===== config.mk =====
export PLATFORM = sky130hd
export DESIGN_NAME = timer_irq_ctrl
export DESIGN_NICKNAME = d
export VERILOG_FILES = /design/src/rtl/timer_irq_ctrl.sv
export SDC_FILE = /design/constraint.sdc
export NUM_CORES = 1
export LEC_CHECK = 0
export CAP_MARGIN = 20
export CORE_ASPECT_RATIO = 0.7
export CORE_MARGIN = 2
export CORE_UTILIZATION = 42
export CTS_CLUSTER_DIAMETER = 40
export CTS_CLUSTER_SIZE = 10
export DETAILED_ROUTE_END_ITERATION = 12
export GPL_TIMING_DRIVEN = 0
export PLACE_DENSITY = 0.75
export SYNTH_ARGS = -nofsm -noshare
export SYNTH_HDL_FRONTEND = slang
export SYNTH_SLANG_ARGS = --single-unit

===== constraint.sdc =====
create_clock -name clk -period 2.45 [get_ports clk]
set_input_delay 0.49 -clock clk [delete_from_list [all_inputs] [get_ports clk]]
set_output_delay 0.49 -clock clk [all_outputs]
set_load 0.01 [all_outputs]

===== src/rtl/timer_irq_ctrl.sv =====
// Memory-mapped timer with a prescaled up-counter, auto-reload on overflow,
// and a three-state interrupt handshake (IDLE -> PEND -> SERV) towards the CPU.
// TH holds the reload value, TL is the live counter, TCON = {ST, IE, EN}.
module timer_irq_ctrl #(
   parameter logic [31:0] BASE     = 32'h4000_0000,
   parameter int          PRESCALE = 1
) (
   input  logic        clk,
   input  logic        reset,
   input  logic        rd,
   input  logic        wr,
   input  logic [31:0] addr,
   input  logic [31:0] wdata,
   output logic [31:0] rdata,
   output logic        irq,
   input  logic        irq_ack,
   input  logic        eret
);

   localparam logic [31:0] TH_ADDR   = BASE;
   localparam logic [31:0] TL_ADDR   = BASE + 32'd4;
   localparam logic [31:0] TCON_ADDR = BASE + 32'd8;
   localparam logic [15:0] PRE_MAX   = 16'(PRESCALE - 1);

   typedef enum logic [1:0] {IDLE, PEND, SERV} irqState_t;

   logic [31:0] th_q, th_d;
   logic [31:0] tl_q, tl_d;
   logic        en_q, en_d;
   logic        ie_q, ie_d;
   logic        st_q, st_d;
   logic [15:0] pre_q, pre_d;
   irqState_t   state_q;
   logic        irq_q;

   logic [31:0] aligned;
   logic        selTh, selTl, selTcon;
   logic        tick, overflow, armed;

   // Byte-lane bits are masked off so any address within a word selects it.
   assign aligned = addr & 32'hFFFF_FFFC;
   assign selTh   = (aligned == TH_ADDR);
   assign selTl   = (aligned == TL_ADDR);
   assign selTcon = (aligned == TCON_ADDR);

   assign tick     = en_q && (pre_q == PRE_MAX);
   // A TL write on the same edge discards the tick, so it cannot overflow either.
   assign overflow = tick && (tl_q == 32'hFFFF_FFFF) && !(wr && selTl);
   assign armed    = st_q && ie_q;
   assign irq      = irq_q;

   // Combinational read mux; unmatched addresses and idle cycles return zero.
   always_comb begin
      rdata = 32'd0;
      if (rd) begin
         if (selTh)        rdata = th_q;
         else if (selTl)   rdata = tl_q;
         else if (selTcon) rdata = {29'd0, st_q, ie_q, en_q};
      end
   end

   // Next-state for the prescaler and the register file, including the
   // write-versus-tick priorities and the sticky ST set on overflow.
   always_comb begin
      pre_d = 16'd0;
      if (en_q) pre_d = tick ? 16'd0 : pre_q + 16'd1;

      th_d = th_q;
      if (wr && selTh) th_d = wdata;

      tl_d = tl_q;
      if (wr && selTl)  tl_d = wdata;
      else if (tick)    tl_d = (tl_q == 32'hFFFF_FFFF) ? th_q : tl_q + 32'd1;

      en_d = en_q;
      ie_d = ie_q;
      st_d = st_q || (overflow && ie_q);
      if (wr && selTcon) begin
         en_d = wdata[0];
         ie_d = wdata[1];
         st_d = wdata[2] || (overflow && ie_q);
      end
   end

   // Register file and prescaler state.
   always_ff @(posedge clk or negedge reset) begin
      if (!reset) begin
         th_q  <= 32'd0;
         tl_q  <= 32'd0;
         en_q  <= 1'b0;
         ie_q  <= 1'b0;
         st_q  <= 1'b0;
         pre_q <= 16'd0;
      end else begin
         th_q  <= th_d;
         tl_q  <= tl_d;
         en_q  <= en_d;
         ie_q  <= ie_d;
         st_q  <= st_d;
         pre_q <= pre_d;
      end
   end

   // Interrupt handshake FSM; irq is registered and high only in PEND,
   // and an acknowledge beats a simultaneous disarm.
   always_ff @(posedge clk or negedge reset) begin
      if (!reset) begin
         state_q <= IDLE;
         irq_q   <= 1'b0;
      end else begin
         case (state_q)
            IDLE: begin
               if (armed) begin
                  state_q <= PEND;
                  irq_q   <= 1'b1;
               end
            end
            PEND: begin
               if (irq_ack) begin
                  state_q <= SERV;
                  irq_q   <= 1'b0;
               end else if (!armed) begin
                  state_q <= IDLE;
                  irq_q   <= 1'b0;
               end
            end
            SERV: begin
               irq_q <= 1'b0;
               if (eret) state_q <= IDLE;
            end
            default: begin
               state_q <= IDLE;
               irq_q   <= 1'b0;
            end
         endcase
      end
   end

endmodule


==> reports/results.md <==
## Finish
* **FILL cells** 1032
* **ant diodes** 0
* **multi-input combinational cell area** 3340 sq um
* **footprint of the flip-flops and latches** 2150 sq um
* **Design Area, Final** 7370 sq um
* **Finished Core Util** 59.1%
* **Net count, final** 780
* **area added between synthesis and finish** 36.9%
* **share of post-route cells with drive strength above 1** 28.1%

## STA
* **Worst Slack Setup Final** -0.306 ns
* **maximum achievable frequency** 0.363 GHz
* **skew final** 0.00454 ns
* **Tcrit/Tclk final** 112%
* **slew at the pin closest to its max-slew limit** 0.700 ns
* **setup repair after global routing missed its margin** yes
* **final setup violation count** 39
* **pins over their slew limit** 0
* **post-route minimum period** 2.76 ns
* **Final Hold Violating Endpoints** 0
* **final sum of negative setup slack** -8.07 ns
* **max-slew headroom at the worst pin** 52.9%

## Detailed routing
* **wire length on met3** 1820 microns
* **met1 wire length** 8060 microns
* **via count normalized by instance count** 6.23
* **vias after detailed routing** 5441
* **amount of wire on met2 after detailed routing** 8370 microns
* **violation count after the first detailed-routing iteration** 615
* **top routing layer in use** met4
* **final wirelength** 18600 microns
* **ANT nets after route** 0
* **DRC violation count after routing** 0
* **routed len/inst** 21.3 microns
* **length of the first detailed-routing pass in iterations** 5

## Floorplan
* **number of placement rows** 34
* **Die Area** 13800 sq um
* **Die X** 139 microns
* **die extent in y** 98.7 microns
* **Initial Util** 43.2%
* **Top Ports** 103
* **area of the placeable core** 12500 sq um

## Global route
* **pin count of the biggest net entering global routing** 72
* **overall fraction of global-route tracks in use** 26.8%
* **number of global-route vias before repair** 5345
* **antenna violations before repair** 0
* **overflow left after global routing** 0
* **wire length of the first global-routing pass** 29000 microns

## Pwr
* **total power per unit cell area** 434 nW/um^2
* **leakage dissipation** 3.27 nW
* **Total Power** 0.00320 W
* **Max VDD drop** 338 uV

## Synthesis
* **Seq/Total Area, Yosys** 40.0%
* **cell accounting for the most synthesized area** sky130_fd_sc_hd__dfrtp_1
* **nets in the synthesized netlist** 643
* **top cell type's share of synthesized area** 40.0%
* **count of unique library cells instantiated by Yosys** 57
* **number of enable-type register cells in the synthesized netlist** 0
* **ys async rst share** 100%
* **leading post-synthesis cells by cell area** sky130_fd_sc_hd__dfrtp_1 40%, sky130_fd_sc_hd__mux2_1 6.5%, sky130_fd_sc_hd__mux2i_1 4.3%, sky130_fd_sc_hd__a22oi_1 4.2%, sky130_fd_sc_hd__nor2b_1 3.4%
* **average instance area after synthesis** 9.44 sq um
* **number of synthesized register bits** 86
* **Mapped Area** 5380 sq um
* **number of warnings printed during yosys synthesis** 0
* **Primary FF master, synth** sky130_fd_sc_hd__dfrtp_1
* **Syn Inst Count** 570

## Place
* **placed inst area** 6680 sq um
* **port bufs** 98
* **final weighted congestion of routability-driven global placement** 0.967
* **final HPWL from detailed placement** 12500 microns
* **pre-CTS setup slack** -1.43 ns

## Critical path
* **critical path required time** 1.96 ns
* **Crit. End Element** primary output
* **type of origin of the critical path** input port
* **type of the worst setup path** input port to primary output
* **highest fanout seen on the critical path** 7
* **data arrival time at the worst-slack endpoint** 2.27 ns

## Clocking
* **count of H-tree levels built during CTS** 3
* **CTS clock-pin slew for the worst setup and hold paths** 0.06 ns
* **Clock Sinks** 86
* **clock latency on the worst-skew pair** 0.34 ns
* **maximum clock path buffer count** 2
* **TritonCTS clock tree** yes
* **number of buffers inserted during clock tree synthesis** 9
* **clock root buffer** sky130_fd_sc_hd__clkbuf_16

## Min path
* **class of the tightest hold or removal check** input port to async pin

## Status
* **violated checks** setup timing
* **status** finished with violations

## Run
* **Maximum Capacitance Violations** 0

-- cells in the mapped netlist (3+ instances only) --
master and number:
sky130_fd_sc_hd__and2_0 3, sky130_fd_sc_hd__nor2_1 38, sky130_fd_sc_hd__inv_1 18, sky130_fd_sc_hd__o31ai_1 17
sky130_fd_sc_hd__buf_2 15, sky130_fd_sc_hd__nor3_1 10, sky130_fd_sc_hd__nand2_1 32, sky130_fd_sc_hd__and3_1 11
sky130_fd_sc_hd__nor4b_1 3, sky130_fd_sc_hd__nor2b_1 29, sky130_fd_sc_hd__nor4_1 15, sky130_fd_sc_hd__buf_4 4
sky130_fd_sc_hd__a41oi_1 5, sky130_fd_sc_hd__ha_1 3, sky130_fd_sc_hd__mux2_2 3, sky130_fd_sc_hd__and4_1 9
sky130_fd_sc_hd__and2_1 13, sky130_fd_sc_hd__xor2_1 14, sky130_fd_sc_hd__o21ai_1 13, sky130_fd_sc_hd__nand4_1 22
sky130_fd_sc_hd__a31oi_1 9, sky130_fd_sc_hd__xnor2_1 6, sky130_fd_sc_hd__a22oi_1 30, sky130_fd_sc_hd__o2111ai_1 3
sky130_fd_sc_hd__clkbuf_1 16, sky130_fd_sc_hd__nand3_1 22, sky130_fd_sc_hd__o31a_1 6, sky130_fd_sc_hd__nor4_2 3
sky130_fd_sc_hd__dfrtp_1 86, sky130_fd_sc_hd__mux2_1 31, sky130_fd_sc_hd__a21oi_1 13, sky130_fd_sc_hd__or3_1 3
sky130_fd_sc_hd__a211oi_1 4, sky130_fd_sc_hd__mux2i_1 23, sky130_fd_sc_hd__o21ai_0 11
-- worst max-delay path, stage by stage --
cell                      delay, ns
sky130_fd_sc_hd__buf_2         0.13
sky130_fd_sc_hd__nor4_4        0.31
sky130_fd_sc_hd__nand3_2       0.18
sky130_fd_sc_hd__buf_6         0.17
sky130_fd_sc_hd__nor4_4        0.24
sky130_fd_sc_hd__buf_6         0.22
sky130_fd_sc_hd__buf_4         0.14
sky130_fd_sc_hd__a22oi_2       0.07
sky130_fd_sc_hd__nor2b_1       0.16
sky130_fd_sc_hd__buf_2         0.16
-- layer usage --
metal / vias to the layer above / global-route usage (%)
met1: 2642 / 38.1
met4: 0 / 8.16
met2: 355 / 41.2
met5: - / 0
met3: 38 / 6.07
li1: 2406 / -
-- registers in the layout (all words and copies together) (netlist names) --
name,cells
ie_q,1
st_q,1
en_q,1
th_q,32
pre_q,16
state_q,2
irq,1
tl_q,32
-- area by class of cell --
| class | instances | area share (%) |
|---|---|---|
| Tap cell | 162 | 2.75 |
| Inverter | 19 | 0.968 |
| Buffer | 31 | 2.99 |
| Multi-Input combinational cell | 429 | 45.3 |
| Sequential cell | 86 | 29.2 |
| Clock inverter | 4 | 0.951 |
| Timing Repair Buffer | 131 | 14.4 |
| Clock buffer | 12 | 3.34 |
-- power breakdown --
group | leakage [nW] | internal [W] | switching, W
Clock | 0.157 | 0.000919 | 0.000561
Sequential | 1.06 | 0.00145 | 0.0000244
Combinational | 2.05 | 0.000130 | 0.000121
-- final timing paths --
path	startpoint	end	slack [ns]	depth (start not counted)
setup / recovery	addr[27]	rdata[31]	-0.31	10
hold / removal	reset	state_q[1]	0.005	1
setup reg to reg	tl_q[24]	tl_q[2]	0.08	7
hold reg to reg	pre_q[0]	pre_q[0]	0.49	1
max in group asynchronous	reset	tl_q[1]	1.83	2
min in group clk	pre_q[0]	pre_q[0]	0.49	1
-- logic make-up (layout without fill, tap and decap cells) --
| kind of cell | count (synthesis) | after routing | share of synthesized area [%] |
|---|---|---|---|
| buf+inv | 55 | 197 | 4.60 |
| mux | 57 | 57 | 11.4 |
| compound gates | 123 | 123 | 15.9 |
| xor+xnor | 20 | 20 | 3.25 |
| flops | 86 | 86 | 40.0 |
| fa+ha+maj | 3 | 3 | 0.697 |
| simple gates | 226 | 226 | 24.2 |
-- metrics by stage --
step	hold WS, ns	std cells
6_report	0.00525	874
2_1_floorplan	0.194	570
5_1_grt	0.0156	874
3_5_place_dp	0.373	832
3_3_place_gp	0.457	830
4_1_cts	0.00916	866
-- placed cells by master (no fill, tap or decap), types with 4 or more instances in the layout --
cell	n
sky130_fd_sc_hd__xnor2_1	6
sky130_fd_sc_hd__clkbuf_2	5
sky130_fd_sc_hd__clkbuf_1	7
sky130_fd_sc_hd__buf_8	4
sky130_fd_sc_hd__nor2b_1	29
sky130_fd_sc_hd__a21oi_1	10
sky130_fd_sc_hd__o31ai_1	17
sky130_fd_sc_hd__a211oi_1	4
sky130_fd_sc_hd__nor2_1	37
sky130_fd_sc_hd__buf_2	60
sky130_fd_sc_hd__a31oi_1	9
sky130_fd_sc_hd__a41oi_1	5
sky130_fd_sc_hd__clkdlybuf4s15_1	4
sky130_fd_sc_hd__o31a_1	6
sky130_fd_sc_hd__clkdlybuf4s50_1	35
sky130_fd_sc_hd__and4_1	9
sky130_fd_sc_hd__nand4_1	22
sky130_fd_sc_hd__a22oi_2	28
sky130_fd_sc_hd__mux2i_1	23
sky130_fd_sc_hd__nand2_1	32
sky130_fd_sc_hd__nor4_1	6
sky130_fd_sc_hd__mux2_1	31
sky130_fd_sc_hd__nor4_4	10
sky130_fd_sc_hd__clkbuf_16	10
sky130_fd_sc_hd__buf_4	24
sky130_fd_sc_hd__inv_1	18
sky130_fd_sc_hd__nand3_1	21
sky130_fd_sc_hd__nor3_1	10
sky130_fd_sc_hd__xor2_1	14
sky130_fd_sc_hd__and3_1	10
sky130_fd_sc_hd__and2_1	13
sky130_fd_sc_hd__o21ai_1	13
sky130_fd_sc_hd__dfrtp_1	84
sky130_fd_sc_hd__buf_6	17
sky130_fd_sc_hd__o21ai_0	11
-- timing repair --
action	CTS	global route
cloned	2	0
setup buffers	18	12
endpoints found under the setup margin	105	62
hold buffers	0	0
resized for setup	282	40
pin swaps	32	23
endpoints found under the hold margin	0	0
Note: power is estimated with default switching activity, not from simulation.
